### src/rtl/red_pitaya_pwm_sd.sv
// rtl/red_pitaya_pwm_sd.sv - sigma-delta dithered PWM generator with register window
module red_pitaya_pwm_sd #(
    parameter int PERIOD_BITS = 8,
    parameter int DATA_BITS   = 14
) (
    input  logic                 clk_i,
    input  logic                 rstn_i,
    input  logic [DATA_BITS-1:0] dat_i,
    output logic                 pwm_o,
    input  logic [15:0]          addr,
    input  logic                 wen,
    input  logic                 ren,
    input  logic [31:0]          wdata,
    output logic [31:0]          rdata,
    output logic                 ack
);

    // Fraction bits that are dithered across frames; fixed by the two widths.
    localparam int FRAC_BITS = DATA_BITS - PERIOD_BITS;

    localparam logic [15:0] ADDR_CTRL   = 16'h0000;
    localparam logic [15:0] ADDR_STATUS = 16'h0004;
    localparam logic [15:0] ADDR_FRAMES = 16'h0008;

    // Offset-binary conversion constant: flipping the MSB maps signed to unsigned.
    localparam logic [DATA_BITS-1:0] MSB_FLIP = {1'b1, {(DATA_BITS-1){1'b0}}};

    // Frame counter and modulation state
    logic [PERIOD_BITS-1:0] r_cnt;
    logic [FRAC_BITS-1:0]   r_acc;
    logic [PERIOD_BITS:0]   r_duty;
    logic [31:0]            r_frames;
    logic                   r_pwm;

    // Control register
    logic                   r_enable;
    logic                   r_invert;

    // Bus response registers
    logic                   r_ack;
    logic [31:0]            r_rdata;

    // Combinational helpers
    logic                   w_frame_end;
    logic [DATA_BITS-1:0]   w_u;
    logic [PERIOD_BITS-1:0] w_base;
    logic [FRAC_BITS-1:0]   w_frac;
    logic [FRAC_BITS:0]     w_acc_sum;
    logic                   w_carry;
    logic [PERIOD_BITS:0]   w_duty_next;
    logic                   w_active;
    logic                   w_wr_ctrl;
    logic [31:0]            w_rd_val;
    logic                   w_unused_wdata;

    assign w_frame_end = &r_cnt;
    assign w_u         = dat_i ^ MSB_FLIP;
    assign w_base      = w_u[DATA_BITS-1:FRAC_BITS];
    assign w_frac      = w_u[FRAC_BITS-1:0];

    // First-order accumulator: the carry out adds one extra active cycle to this frame.
    assign w_acc_sum   = {1'b0, r_acc} + {1'b0, w_frac};
    assign w_carry     = w_acc_sum[FRAC_BITS];
    assign w_duty_next = {1'b0, w_base} + {{PERIOD_BITS{1'b0}}, w_carry};

    // Duty is 9 bits so a duty of 256 keeps the output active for the whole frame.
    assign w_active    = ({1'b0, r_cnt} < r_duty);

    assign w_wr_ctrl   = wen && (addr == ADDR_CTRL);

    // Only the two control bits of wdata are meaningful.
    assign w_unused_wdata = ^wdata[31:2];

    // Free-running frame counter, independent of enable.
    always_ff @(posedge clk_i or negedge rstn_i) begin
        if (!rstn_i) begin
            r_cnt <= '0;
        end else begin
            r_cnt <= r_cnt + 1'b1;
        end
    end

    // Frame boundary: sample the input, advance the accumulator and load the new duty.
    always_ff @(posedge clk_i or negedge rstn_i) begin
        if (!rstn_i) begin
            r_acc    <= '0;
            r_duty   <= '0;
            r_frames <= '0;
        end else if (w_frame_end) begin
            r_acc    <= w_acc_sum[FRAC_BITS-1:0];
            r_duty   <= w_duty_next;
            r_frames <= r_frames + 32'd1;
        end
    end

    // Registered PWM output; enable gates after the polarity so disable always yields 0.
    always_ff @(posedge clk_i or negedge rstn_i) begin
        if (!rstn_i) begin
            r_pwm <= 1'b0;
        end else begin
            r_pwm <= r_enable & (w_active ^ r_invert);
        end
    end

    // Control register write; enable defaults to on so the pin is live out of reset.
    always_ff @(posedge clk_i or negedge rstn_i) begin
        if (!rstn_i) begin
            r_enable <= 1'b1;
            r_invert <= 1'b0;
        end else if (w_wr_ctrl) begin
            r_enable <= wdata[0];
            r_invert <= wdata[1];
        end
    end

    // Read mux sees pre-write register values, so a simultaneous write+read returns old data.
    always_comb begin
        w_rd_val = '0;
        case (addr)
            ADDR_CTRL: begin
                w_rd_val[0] = r_enable;
                w_rd_val[1] = r_invert;
            end
            ADDR_STATUS: begin
                w_rd_val[PERIOD_BITS:0]   = r_duty;
                w_rd_val[16 +: FRAC_BITS] = r_acc;
            end
            ADDR_FRAMES: begin
                w_rd_val = r_frames;
            end
            default: begin
                w_rd_val = '0;
            end
        endcase
    end

    // One-cycle bus response: ack follows any strobe, rdata carries the read result.
    always_ff @(posedge clk_i or negedge rstn_i) begin
        if (!rstn_i) begin
            r_ack   <= 1'b0;
            r_rdata <= '0;
        end else begin
            r_ack   <= wen | ren;
            r_rdata <= ren ? w_rd_val : 32'd0;
        end
    end

    assign pwm_o = r_pwm;
    assign ack   = r_ack;
    assign rdata = r_rdata;

endmodule

### config.mk
export PLATFORM = sky130hd
export DESIGN_NAME = red_pitaya_pwm_sd
export DESIGN_NICKNAME = d
export VERILOG_FILES = /design/src/rtl/red_pitaya_pwm_sd.sv
export SDC_FILE = /design/constraint.sdc
export NUM_CORES = 1
export LEC_CHECK = 0
export ABC_AREA = 0
export CAP_MARGIN = 10
export CORE_MARGIN = 4
export CORE_UTILIZATION = 49
export DETAILED_ROUTE_END_ITERATION = 8
export GPL_ROUTABILITY_DRIVEN = 0
export GPL_TIMING_DRIVEN = 0
export PLACE_DENSITY = 0.77
export SYNTH_ARGS = -nofsm -noshare
export SYNTH_HDL_FRONTEND = slang
export SYNTH_SLANG_ARGS = --single-unit
### constraint.sdc
create_clock -name clk_i -period 2.8 [get_ports clk_i]
set_input_delay 0.42 -clock clk_i [delete_from_list [all_inputs] [get_ports clk_i]]
set_output_delay 0.42 -clock clk_i [all_outputs]
set_load 0.1 [all_outputs]
After elaboration in Yosys (flattened, before gate mapping)
Cells that the tools add are included.

Divide/modulo/power cells: 0. Shift-type cells: 0. Bitwise gates (word level): 4. Order comparisons: 1. Mux-type cells: 6. $mul: 0. Equal/unequal tests: 2. Add/subtract/negate cells: 4. Reductions and logical operators: 3.

Operators by type and width (number): adder 32 x 1 -> 32 bit (second input constant) (1); two-way mux 32 bit (1); == test 16 x 3 -> 1 bit (second input constant) (1); == test 16 x 4 -> 1 bit (second input constant) (1); zero test 16 bit (1); case mux 7 bit (2 select lines) (1); case mux 6 bit (2 select lines) (1); two-way mux 10 bit (1); adder 8 x 1 -> 9 bit (1); < comparator 8 x 9 -> 1 bit (1); adder 8 x 1 -> 8 bit (second input constant) (1); AND reduction 8 bit (1); adder 6 x 6 -> 7 bit (1); two-way mux 7 bit (1); case mux 2 bit (3 select lines) (1); AND 1 bit (1); logical AND 1 bit (1); inverter 1 bit (1); bitwise OR 1 bit (1); bitwise XOR 1 bit (1).

Bits in registers: 91. Input port bits: 66. Latch bits: 0. Memories kept: 0. ROM bits: 0. Word-level logic and storage cells: 29. Memory bits (writable): 0.

Depth between registers and ports, before layout
Gate-level depths: netlist of run 1.

Word-level depth: 3. Mapped depth: 13.

Worst setup path before layout of run 1
OpenSTA, ideal clock, no wires.

Path type: input -> register. Start point: input port dat_i[0]. End point: register r_duty[6]. Slack: 258 ps. Data arrival time: 2407 ps. Cell stages on the path: 13. Setup time: 135 ps. Cells stage by stage: ha_1 > fa_1 > a21o_1 > a21oi_1 > nor2b_1 > o21ai_0 > nand2b_1 > ha_1 > ha_1 > nand3_1 > nor2_1 > xnor2_1 > a21oi_1.

Cells in the longest elaborated chain, start to end: 2.

Ends and longest elaborated chain: start, declared (line 8) `input logic [DATA_BITS-1:0] dat_i,`; adder 6 x 6 -> 7 bit (line 62) `assign w_acc_sum = {1'b0, r_acc} + {1'b0, w_frac};`; adder 8 x 1 -> 9 bit (line 64) `assign w_duty_next = {1'b0, w_base} + {{PERIOD_BITS{1'b0}}, w_carry};`; end signal, assigned (line 91) `r_duty <= w_duty_next;`; end, declared (line 31) `logic [PERIOD_BITS:0] r_duty;`.

Every way passes these cells. A chain may end at the register's enable or synchronous reset.

Worst setup path after layout of run 1
Ends and elaborated chain as after synthesis.

==> results.yml, run 1 <==
critical_path:
  cpMaxStageDelayCell: "clkdlybuf4s50_1"
  critPathMaxStageDelay_ns: 0.43
  cp-end-kind: "register"
  timing.rr.start: "r_acc[0]"
  path_buf_inv: 1
  r2r_end: "r_duty[6]"
  rr_worst_depth: 13
  arrival_ns: 2.93
  cp-start-kind: "input port"
  crit_path_start: "dat_i[0]"
  timing_worst_setup_path_type: "in -> reg"
  crit_path_frequent_cell: "ha_1"
  worstPathRequired_ns: 3.03
  r2r_setup_slack_ns: 0.19
  path_cells: "clkdlybuf4s50_1 > ha_2 > fa_2 > a21o_1 > a21oi_2 > nor2b_1 > o21ai_0 > nand2b_1 > ha_1 > ha_1 > nand3_2 > nor2_1 > xnor2_1 > a21oi_1"
  critical-path-top-delay-family: "adder cells"
  critPathMaxFanout: 3
routing:
  drt_iter0_drc: 164
  drc: 0
  wire_per_inst_um: 14.73
  firstDrtPassIters: 4
  vias: 2832
  via_per_inst: 5.196
  drt_wl_total_um: 8026
  drtAntennaViolNets: 0
sta:
  fin_crit_ns: 2.699
  rsz0062_at_grt: "false"
  maxClockFrequency_mhz: 370.5
  setup_violations: 0
  relSlewSlack_pct: 33.54
  skew_ns: 0.01085
  fin_crit_sh_pct: 96.40
  tightestPinTransition_ns: 0.9938
  hold_viol_final: 0
  final_max_slew_viol_count: 0
synth:
  ys_ff_latch: 91
  synth-simple-area-share_pct: 18.78
  synth.area.top_cells: "dfrtp_1 (55%), xnor2_1 (5.5%), ha_1 (5.2%)"
  syn_area_mm2: 0.004104
  yosysWarnings: 0
  synth_top_family_by_area: "simple AND/OR/NAND/NOR gates"
  synthCells: 353
  synth.largest_area_cell: "dfrtp_1"
  muxShareOfSynthArea_pct: 1.280
  syn_nets: 437
  synth-adder-area-share_pct: 5.671
  ys_types: 45
  seq_area_frac_synth_pct: 55.52
  synth_compound_gate_area_share_pct: 6.890
  syn_area_per_cell_um2: 11.63
  synthXorXnorAreaFrac_pct: 9.817
  synth_top_area_share_pct: 54.88
clock_tree:
  cts-buffers-inserted: 9
  clock_path_buffers: 2
  htreeDepth: 3
  clockRootBuffer: "clkbuf_8"
  clk-insertion-delay-late_ns: 0.36
  clkTransAtPathRegs_ns: 0.09
  cts_tree: "done"
  cts.sinks: 91
floorplan:
  die_w_um: 99.52
  fp-row-count: 33
  die_y_um: 99.52
  core_mm2: 0.008175
  start_util_pct: 50.20
  dieArea_mm2: 0.009903
  pin_count: 100
place:
  hpwl_um: 6133
  io_buffers: 69
global_route:
  grt_start_max_net_pins: 68
  grt_pass1_vias: 2851
  grt_antenna_before_repair: 0
  grt_overflow: 0
  grt_pass1_wl_um: 13550
  gr-usage-all-layers_pct: 17.16
power:
  peakVddDrop_mv: 0.2199
  total_power_mw: 2.343
  p_leak_nw: 2.420
  power_density_mw_per_mm2: 452.7
worst_hold_path:
  min_from: "r_frames[31]"
  min_path_type: "reg -> reg"
  min_to: "r_frames[31]"
  min_path_cells: 1
finish:
  utilization_pct: 63.32
  final_nets: 519
  n_antenna_cell: 0
  areaGrowthSynthToFinish_pct: 26.13
  drive_gt1_share_pct: 8.636
flow_run:
  cap_viol_max_count: 0
status:
  status: "finished, final reports clean"
power breakdown:
group          total (mW)  internal [mW]  switching [mW]
Clock               0.894          0.424           0.470
Sequential           1.31           1.31        0.000214
Combinational       0.136         0.0711          0.0648
placed cells by master, fill, tap and decap left out, types with 3 or more instances in the layout:
master	Yosys	layout
dfrtp_1	90	90
clkdlybuf4s50_1	0	68
nand2_1	33	33
xnor2_1	26	26
xor2_1	20	20
and2_1	17	17
nor2_1	16	16
nand3_1	17	16
ha_1	17	16
a22o_1	13	13
o21ai_0	13	13
nand4_1	11	11
inv_1	10	10
clkbuf_8	0	9
and3_1	8	8
a21oi_1	7	6
and4_1	6	6
buf_4	3	4
nor2b_1	4	4
nand2b_1	4	4
mux2i_1	3	3
a21o_1	3	3
nor3_1	3	3
clkbuf_1	2	3
worst max-delay path by stage:
| stage | cells past startpoint | end |
|---|---|---|
| after floorplan | 13 | r_duty[6] |
| after detailed placement | 14 | r_duty[6] |
| final | 14 | r_duty[6] |
| after global routing | 14 | r_duty[6] |
| after global placement | 1 | rdata[19] |
| after CTS | 14 | r_duty[6] |
metrics by stage:
stage | setup TNS, ns | instances | worst slack [ns] | cell area (um2) | hold slack [ns]
4_1_cts | 0 | 545 | 0.02047 | 5169 | 0.4686
3_3_place_gp | -165.04 | 527 | -1.807 | 4926 | 0.4471
6_report | 0 | 545 | 0.1009 | 5176 | 0.4676
3_5_place_dp | -2.451 | 528 | -0.4385 | 4951 | 0.3532
2_1_floorplan | 0 | 353 | 0.2576 | 4104 | 0.1244
5_1_grt | 0 | 545 | 0.01944 | 5176 | 0.4998
layer usage:
metal / GRT usage [%] / vias to the layer above / wire length (um) / part of all wire [%]
li1: - / 1383 / - / -
met4: 6.092 / 0 / 108 / 1.3
met1: 22.62 / 1365 / 3495 / 44
met5: 0 / - / 0 / 0
met3: 2.945 / 8 / 436 / 5.4
met2: 28.72 / 76 / 3986 / 50
cells in the mapped netlist, drive strengths merged:
library cell and count:
nor3 4, a2111o 1, nand4 12, nor2 16
nor2b 4, and2 18, nand2 34, xnor2 26
o21ai 13, a22o 13, nand4b 2, dfstp 1
a31oi 1, and4 6, mux2 2, or4 1
ha 17, nor4 4, inv 10, or2 1
and3 8, mux2i 3, fa 1, o21bai 1
a211oi 2, buf 5, o22ai 1, nor3b 2
dfrtp 90, xor2 20, clkbuf 2, nand3 18
nand2b 4, a21o 3, a21oi 7
sequential cells by signal, summed over array words and instances (netlist names):
register  count
r_cnt         8
r_enable      1
r_frames     32
ack           1
r_invert      1
r_acc         6
r_duty        9
pwm_o         1
rdata        32
layout make-up:
type	count	area [um2]
Clock inverter	6	73.82
Clock buffer	10	127.6
Multi-Input combinational cell	245	1755
Tap cell	105	131.4
Timing Repair Buffer	71	725.7
Sequential cell	91	2278
Inverter	10	37.54
Buffer	7	46.29
Fill cell	656	2999
cells by family (layout without fill, tap and decap cells):
group / after synthesis / in the layout
xor gates and xnor gates: 46 / 46
and+or+nand+nor: 134 / 134
adders and majority gates: 18 / 18
AOI/OAI and AO/OA: 42 / 42
muxes: 5 / 5
DFF: 91 / 91
buffers and inverters: 17 / 104
repair_timing:
action	4_1_cts	5_1_grt
hold endpoints to repair	23	0
hold buffers	1	0
pin swaps	0	0
setup endpoints to repair	2	3
setup buffers	0	0
resized for setup	2	2
(Power assumes the default switching activity.)
==> run 2: changes to the inputs <==
--- a/config.mk
+++ b/config.mk
@@ -9,9 +9,9 @@
 export CAP_MARGIN = 10
 export CORE_MARGIN = 4
 export CORE_UTILIZATION = 49
+export CTS_CLUSTER_SIZE = 10
 export DETAILED_ROUTE_END_ITERATION = 8
 export GPL_ROUTABILITY_DRIVEN = 0
-export GPL_TIMING_DRIVEN = 0
 export PLACE_DENSITY = 0.77
 export SYNTH_ARGS = -nofsm -noshare
 export SYNTH_HDL_FRONTEND = slang
==> run 2 against run 1 <==
Against the previous run:
- utilization fell by 0.81 points
- critical endpoint unchanged
- critical path type unchanged
- largest power group unchanged
- design area decreased by 1.3%
- combinational power is essentially flat
- hold slack got worse by 0.39 ns
- clock power is 2% higher
- critical path depth stayed put
- sequential share of layout area up 0.57 points
- non-clock buffer count grew 2
- highest routed layer unchanged
- clock-buffer cell count down 1
==> results.yml, run 2 (synthesis gave the netlist of run 1 again) <==
power:
  p_leak_nw: 2.515
  peakVddDrop_mv: 0.2742
  total_power_mw: 2.360
  power_density_mw_per_mm2: 461.9
clock_tree:
  clk-insertion-delay-late_ns: 0.36
  cts_resized: 0
  cts.sinks: 91
  clock_path_buffers: 2
  hold_buffers: 0
  htreeDepth: 3
  clkTransAtPathRegs_ns: 0.09
  post_cts_buffers: 0
  clockRootBuffer: "clkbuf_8"
  cts_tree: "done"
  cts-buffers-inserted: 9
floorplan:
  die_y_um: 99.52
  core_mm2: 0.008175
  start_util_pct: 50.20
  pin_count: 100
  fp-row-count: 33
  dieArea_mm2: 0.009903
  die_w_um: 99.52
finish:
  n_antenna_cell: 0
  final_common_cell: "dfrtp_1"
  areaGrowthSynthToFinish_pct: 24.51
  drive_gt1_share_pct: 16.97
  final_nets: 521
  final_cell_mix: "dfrtp_1 (90), buf_4 (44), clkdlybuf4s50_1 (34)"
  fillers: 685
  instances_no_fill: 547
sta:
  layout_setup_ws_ns: 0.1562
  maxClockFrequency_mhz: 378.2
  fin_crit_sh_pct: 94.42
  rsz0062_at_grt: "false"
  setup_violations: 0
  final_max_slew_viol_count: 0
  fin_crit_ns: 2.644
  skew_ns: 0.009976
  relSlewSlack_pct: 69.27
  tightestPinTransition_ns: 0.4609
  hold_viol_final: 0
critical_path:
  cp-end-kind: "register"
  worstPathRequired_ns: 3.04
  arrival_ns: 2.88
  timing_worst_setup_path_type: "in -> reg"
  r2r_setup_slack_ns: 0.21
  critPathMaxFanout: 3
  cp-start-kind: "input port"
global_route:
  grt_pass1_vias: 2813
  gr-usage-all-layers_pct: 16.95
  grt_antenna_before_repair: 0
  grt_pass1_wl_um: 13370
  grt_overflow: 0
  grt_start_max_net_pins: 92
place:
  hpwl_um: 5717
  pre_cts_ws_ns: -0.2741
  dp.cells: 531
  io_buffers: 69
routing:
  wire_per_inst_um: 14.24
  drc: 0
  via_per_inst: 5.112
  drt_wl_total_um: 7790
  firstDrtPassIters: 6
  drtAntennaViolNets: 0
  vias: 2796
  drt_iter0_drc: 115
status:
  status: "finished, final reports clean"
worst_hold_path:
  min_path_type: "in -> async"
flow_run:
  cap_viol_max_count: 0
## run 2: cell count changes in the layout (fill, tap and decap cells not counted), sizes merged
cell	delta
dlygate4sd3	-1
clkdlybuf4s50	-34
buf	+39
clkinvlp	-1
inv	+2
clkbuf	-3
## run 2: routing by layer
metal / global-route usage (%) / part of all wire [%]
met5: 0 / 0
met4: 6.303 / 1.8
met2: 26.55 / 47
met1: 24.18 / 46
met3: 2.384 / 4.4
## run 2: per-stage QoR
stage,cell area [um2],setup TNS (ns),utilization (%),hold slack (ns)
floorplan,4104,0,-,0.1244
global placement,4900,-1.138,59.93,0.4474
finish,5110,0,62.50,0.08253
global route,5110,0,62.50,0.1396
CTS,5106,0,62.46,0.1076
detailed placement,4900,-1.405,59.93,0.4625
## run 2: power breakdown
part           switching (mW)  leakage (nW)  internal, mW  total (mW)
clock                   0.481         0.104         0.430       0.910
sequential           0.000247          1.17          1.31        1.31
combinational          0.0635          1.24        0.0726       0.136
## run 2: area by class of cell
cell class                 instances  area (um2)  area share, %
timing repair buffer              80       710.7          13.91
inverter                          10       37.54         0.7346
sequential                        91        2278          44.59
multi-input combinational        245        1745          34.16
clock buffer                       9       123.9          2.424
tap                              105       131.4          2.571
clock inverter                     7       82.58          1.616
## run 2: critical path, stage by stage
cell             delay, ns
clkdlybuf4s50_1       0.40
ha_1                  0.22
fa_1                  0.40
a21o_1                0.18
a21oi_2               0.15
nor2b_1               0.05
o21ai_0               0.14
nand2b_1              0.09
ha_1                  0.22
ha_1                  0.20
nand3_1               0.11
nor2_1                0.08
xnor2_1               0.14
a21oi_1               0.08
## run 2: worst paths after layout
path / start / endpoint / cells past startpoint
worst max-delay path: dat_i[0] / r_duty[6] / 14
worst min-delay path: rstn_i / rdata[4] / 2
worst max register to register: r_acc[0] / r_duty[6] / 13
worst min register to register: r_frames[31] / r_frames[31] / 1
max in group asynchronous: rstn_i / r_enable / 2
min in group clk_i: r_frames[31] / r_frames[31] / 1
==> run 3: changes to the inputs <==
--- a/config.mk
+++ b/config.mk
@@ -8,11 +8,14 @@
 export ABC_AREA = 0
 export CAP_MARGIN = 10
 export CORE_MARGIN = 4
-export CORE_UTILIZATION = 49
+export CORE_UTILIZATION = 55
 export CTS_CLUSTER_SIZE = 10
 export DETAILED_ROUTE_END_ITERATION = 8
+export DONT_BUFFER_PORTS = 1
 export GPL_ROUTABILITY_DRIVEN = 0
-export PLACE_DENSITY = 0.77
+export PLACE_DENSITY = 0.68
+export SKIP_CTS_REPAIR_TIMING = 1
+export SKIP_LAST_GASP = 1
 export SYNTH_ARGS = -nofsm -noshare
 export SYNTH_HDL_FRONTEND = slang
 export SYNTH_SLANG_ARGS = --single-unit
==> run 3 against run 2 <==
Against the previous run:
- design area down 12%
- largest cell class unchanged
- flip-flop and latch count unchanged
- highest routed layer unchanged
- worst setup slack better by 0.064 ns
- largest power group unchanged
- clock power fell by 2%
- critical path type is now reg -> reg
- non-clock buffer count shrank 72
- maximum frequency is 2.5% higher
- clock skew is 0.0023 ns higher
- critical path depth fell by 1
- via count is 7.9% lower
- total power fell by 3.2%
- combinational power down 47%
- clock-buffer cell count rose by 1
==> results.yml, run 3 (synthesis gave the netlist of run 1 again) <==
sta:
  tightestPinTransition_ns: 0.9035
  final_max_slew_viol_count: 0
  hold_viol_final: 0
  fin_hold_ws_ns: 0.1730
  layout_setup_ws_ns: 0.2199
  setup_violations: 0
  rsz0062_at_grt: "false"
  relSlewSlack_pct: 39.81
  tns_ns: 0
  fin_crit_sh_pct: 92.15
  maxClockFrequency_mhz: 387.6
  fin_crit_ns: 2.580
  skew_ns: 0.01228
routing:
  firstDrtPassIters: 4
  drt_iter0_drc: 116
  vias: 2574
  drc: 0
  via_per_inst: 5.488
  drt_wl_total_um: 7347
  wire_per_inst_um: 15.67
  drtAntennaViolNets: 0
power:
  cellInternalPower_mw: 1.765
  p_leak_nw: 2.172
  share_comb_of_total_power_pct: 3.1
  power_density_mw_per_mm2: 510.5
  pwr-share-clk_pct: 39.1
  peakVddDrop_mv: 0.2136
  total_power_mw: 2.283
  seqPwrFrac_pct: 57.8
  p_sw_share_pct: 22.72
  p_sw_mw: 0.5188
floorplan:
  die_w_um: 94.38
  pin_count: 100
  die_y_um: 94.38
  fp-row-count: 31
  start_util_pct: 56.58
  dieArea_mm2: 0.008908
  core_mm2: 0.007253
critical_path:
  crit_path_start: "r_acc[0]"
  timing.rr.start: "r_acc[0]"
  path_cells: "ha_2 > fa_2 > a21o_1 > a21oi_2 > nor2b_1 > o21ai_1 > nand2b_1 > ha_2 > ha_1 > nand3_1 > nor2_1 > xnor2_1 > a21oi_1"
  arrival_ns: 2.82
  critPathMaxStageDelay_ns: 0.41
  worstPathRequired_ns: 3.04
  r2r_setup_slack_ns: 0.22
  timing_worst_setup_path_type: "reg -> reg"
  critPathMaxFanout: 3
  cp-start-kind: "register"
  cpMaxStageDelayCell: "dfrtp_1"
  crit_path_frequent_cell: "ha_2"
  cp-end-kind: "register"
worst_hold_path:
  min_path_type: "in -> reg"
  min_from: "wen"
finish:
  regArea_mm2: 0.002278
  n_antenna_cell: 0
  areaGrowthSynthToFinish_pct: 8.994
  multi_input_area_mm2: 0.001753
  final_common_cell: "dfrtp_1"
  fillers: 627
  drive_gt1_share_pct: 10.27
  utilization_pct: 61.67
  final_cell_mix: "dfrtp_1 (90), nand2_1 (33), xnor2_1 (26)"
  final_nets: 449
global_route:
  grt_overflow: 0
  grt_antenna_before_repair: 0
  grt_pass1_wl_um: 12460
  gr-usage-all-layers_pct: 17.98
  grt_start_max_net_pins: 92
  grt_pass1_vias: 2632
clock_tree:
  cts-buffers-inserted: 9
  clk-insertion-delay-late_ns: 0.36
  cts.sinks: 91
  clockRootBuffer: "clkbuf_8"
  clock_path_buffers: 2
  clkTransAtPathRegs_ns: 0.09
  cts_tree: "done"
  htreeDepth: 3
place:
  hpwl_um: 5225
  io_buffers: 0
  pre_cts_ws_ns: -0.002677
flow_run:
  cap_viol_max_count: 0
status:
  status: "finished, final reports clean"
run 3: cell count changes in the layout (fill, tap and decap cells not counted), moves of 2 or more:
cell / change
buf_4: -38
clkdlybuf4s50_1: -34
buf_12: -2
ha_1: -2
ha_2: +2
inv_8: -2
run 3: layer usage:
metal / up-vias / GRT usage [%] / share of wire [%]
met3: 10 / 4.781 / 5.4
met5: - / 0 / 0
met1: 1254 / 24.55 / 46
li1: 1248 / - / -
met2: 62 / 28.25 / 48
met4: 0 / 5.656 / 1.4
run 3: power groups by stage:
| stage | registers, mW | logic (mW) | clock network, mW |
|---|---|---|---|
| floorplan | 1.35 | 0.0343 | 0 |
| global placement | 1.35 | 0.0390 | 0 |
| global route | 1.32 | 0.0842 | 0.972 |
| finish | 1.32 | 0.0717 | 0.892 |
| detailed placement | 1.35 | 0.0406 | 0 |
| CTS | 1.32 | 0.0412 | 0.914 |
run 3: worst max-delay path: cells and delay by family (launching register included):
family	cells	cell delay (ns)
AOI/OAI and AO/OA	4	0.54
xor gates and xnor gates	1	0.16
adders and majority gates	4	0.97
DFF	1	0.41
and+or+nand+nor	4	0.39
run 3: final cells by class:
cell class,instances,area share (%)
Tap cell,99,2.769
Multi-Input combinational cell,245,39.19
Clock buffer,10,2.853
Timing Repair Buffer,8,1.846
Inverter,10,0.8392
Clock inverter,6,1.566
Sequential cell,91,50.94
run 3: stage by stage:
step | instance area, um2 | std cells
floorplan | 4104 | 353
global placement | 4219 | 450
detailed placement | 4219 | 450
CTS | 4417 | 466
global route | 4473 | 469
finish | 4473 | 469
run 3: path summary, 6_finish.rpt:
path | endpoint | depth (start not counted)
worst max-delay path | r_duty[6] | 13
worst min-delay path | ack | 1
worst max register to register | r_duty[6] | 13
worst min register to register | r_frames[31] | 1
max in group asynchronous | r_cnt[6] | 2
min in group asynchronous | rdata[0] | 2
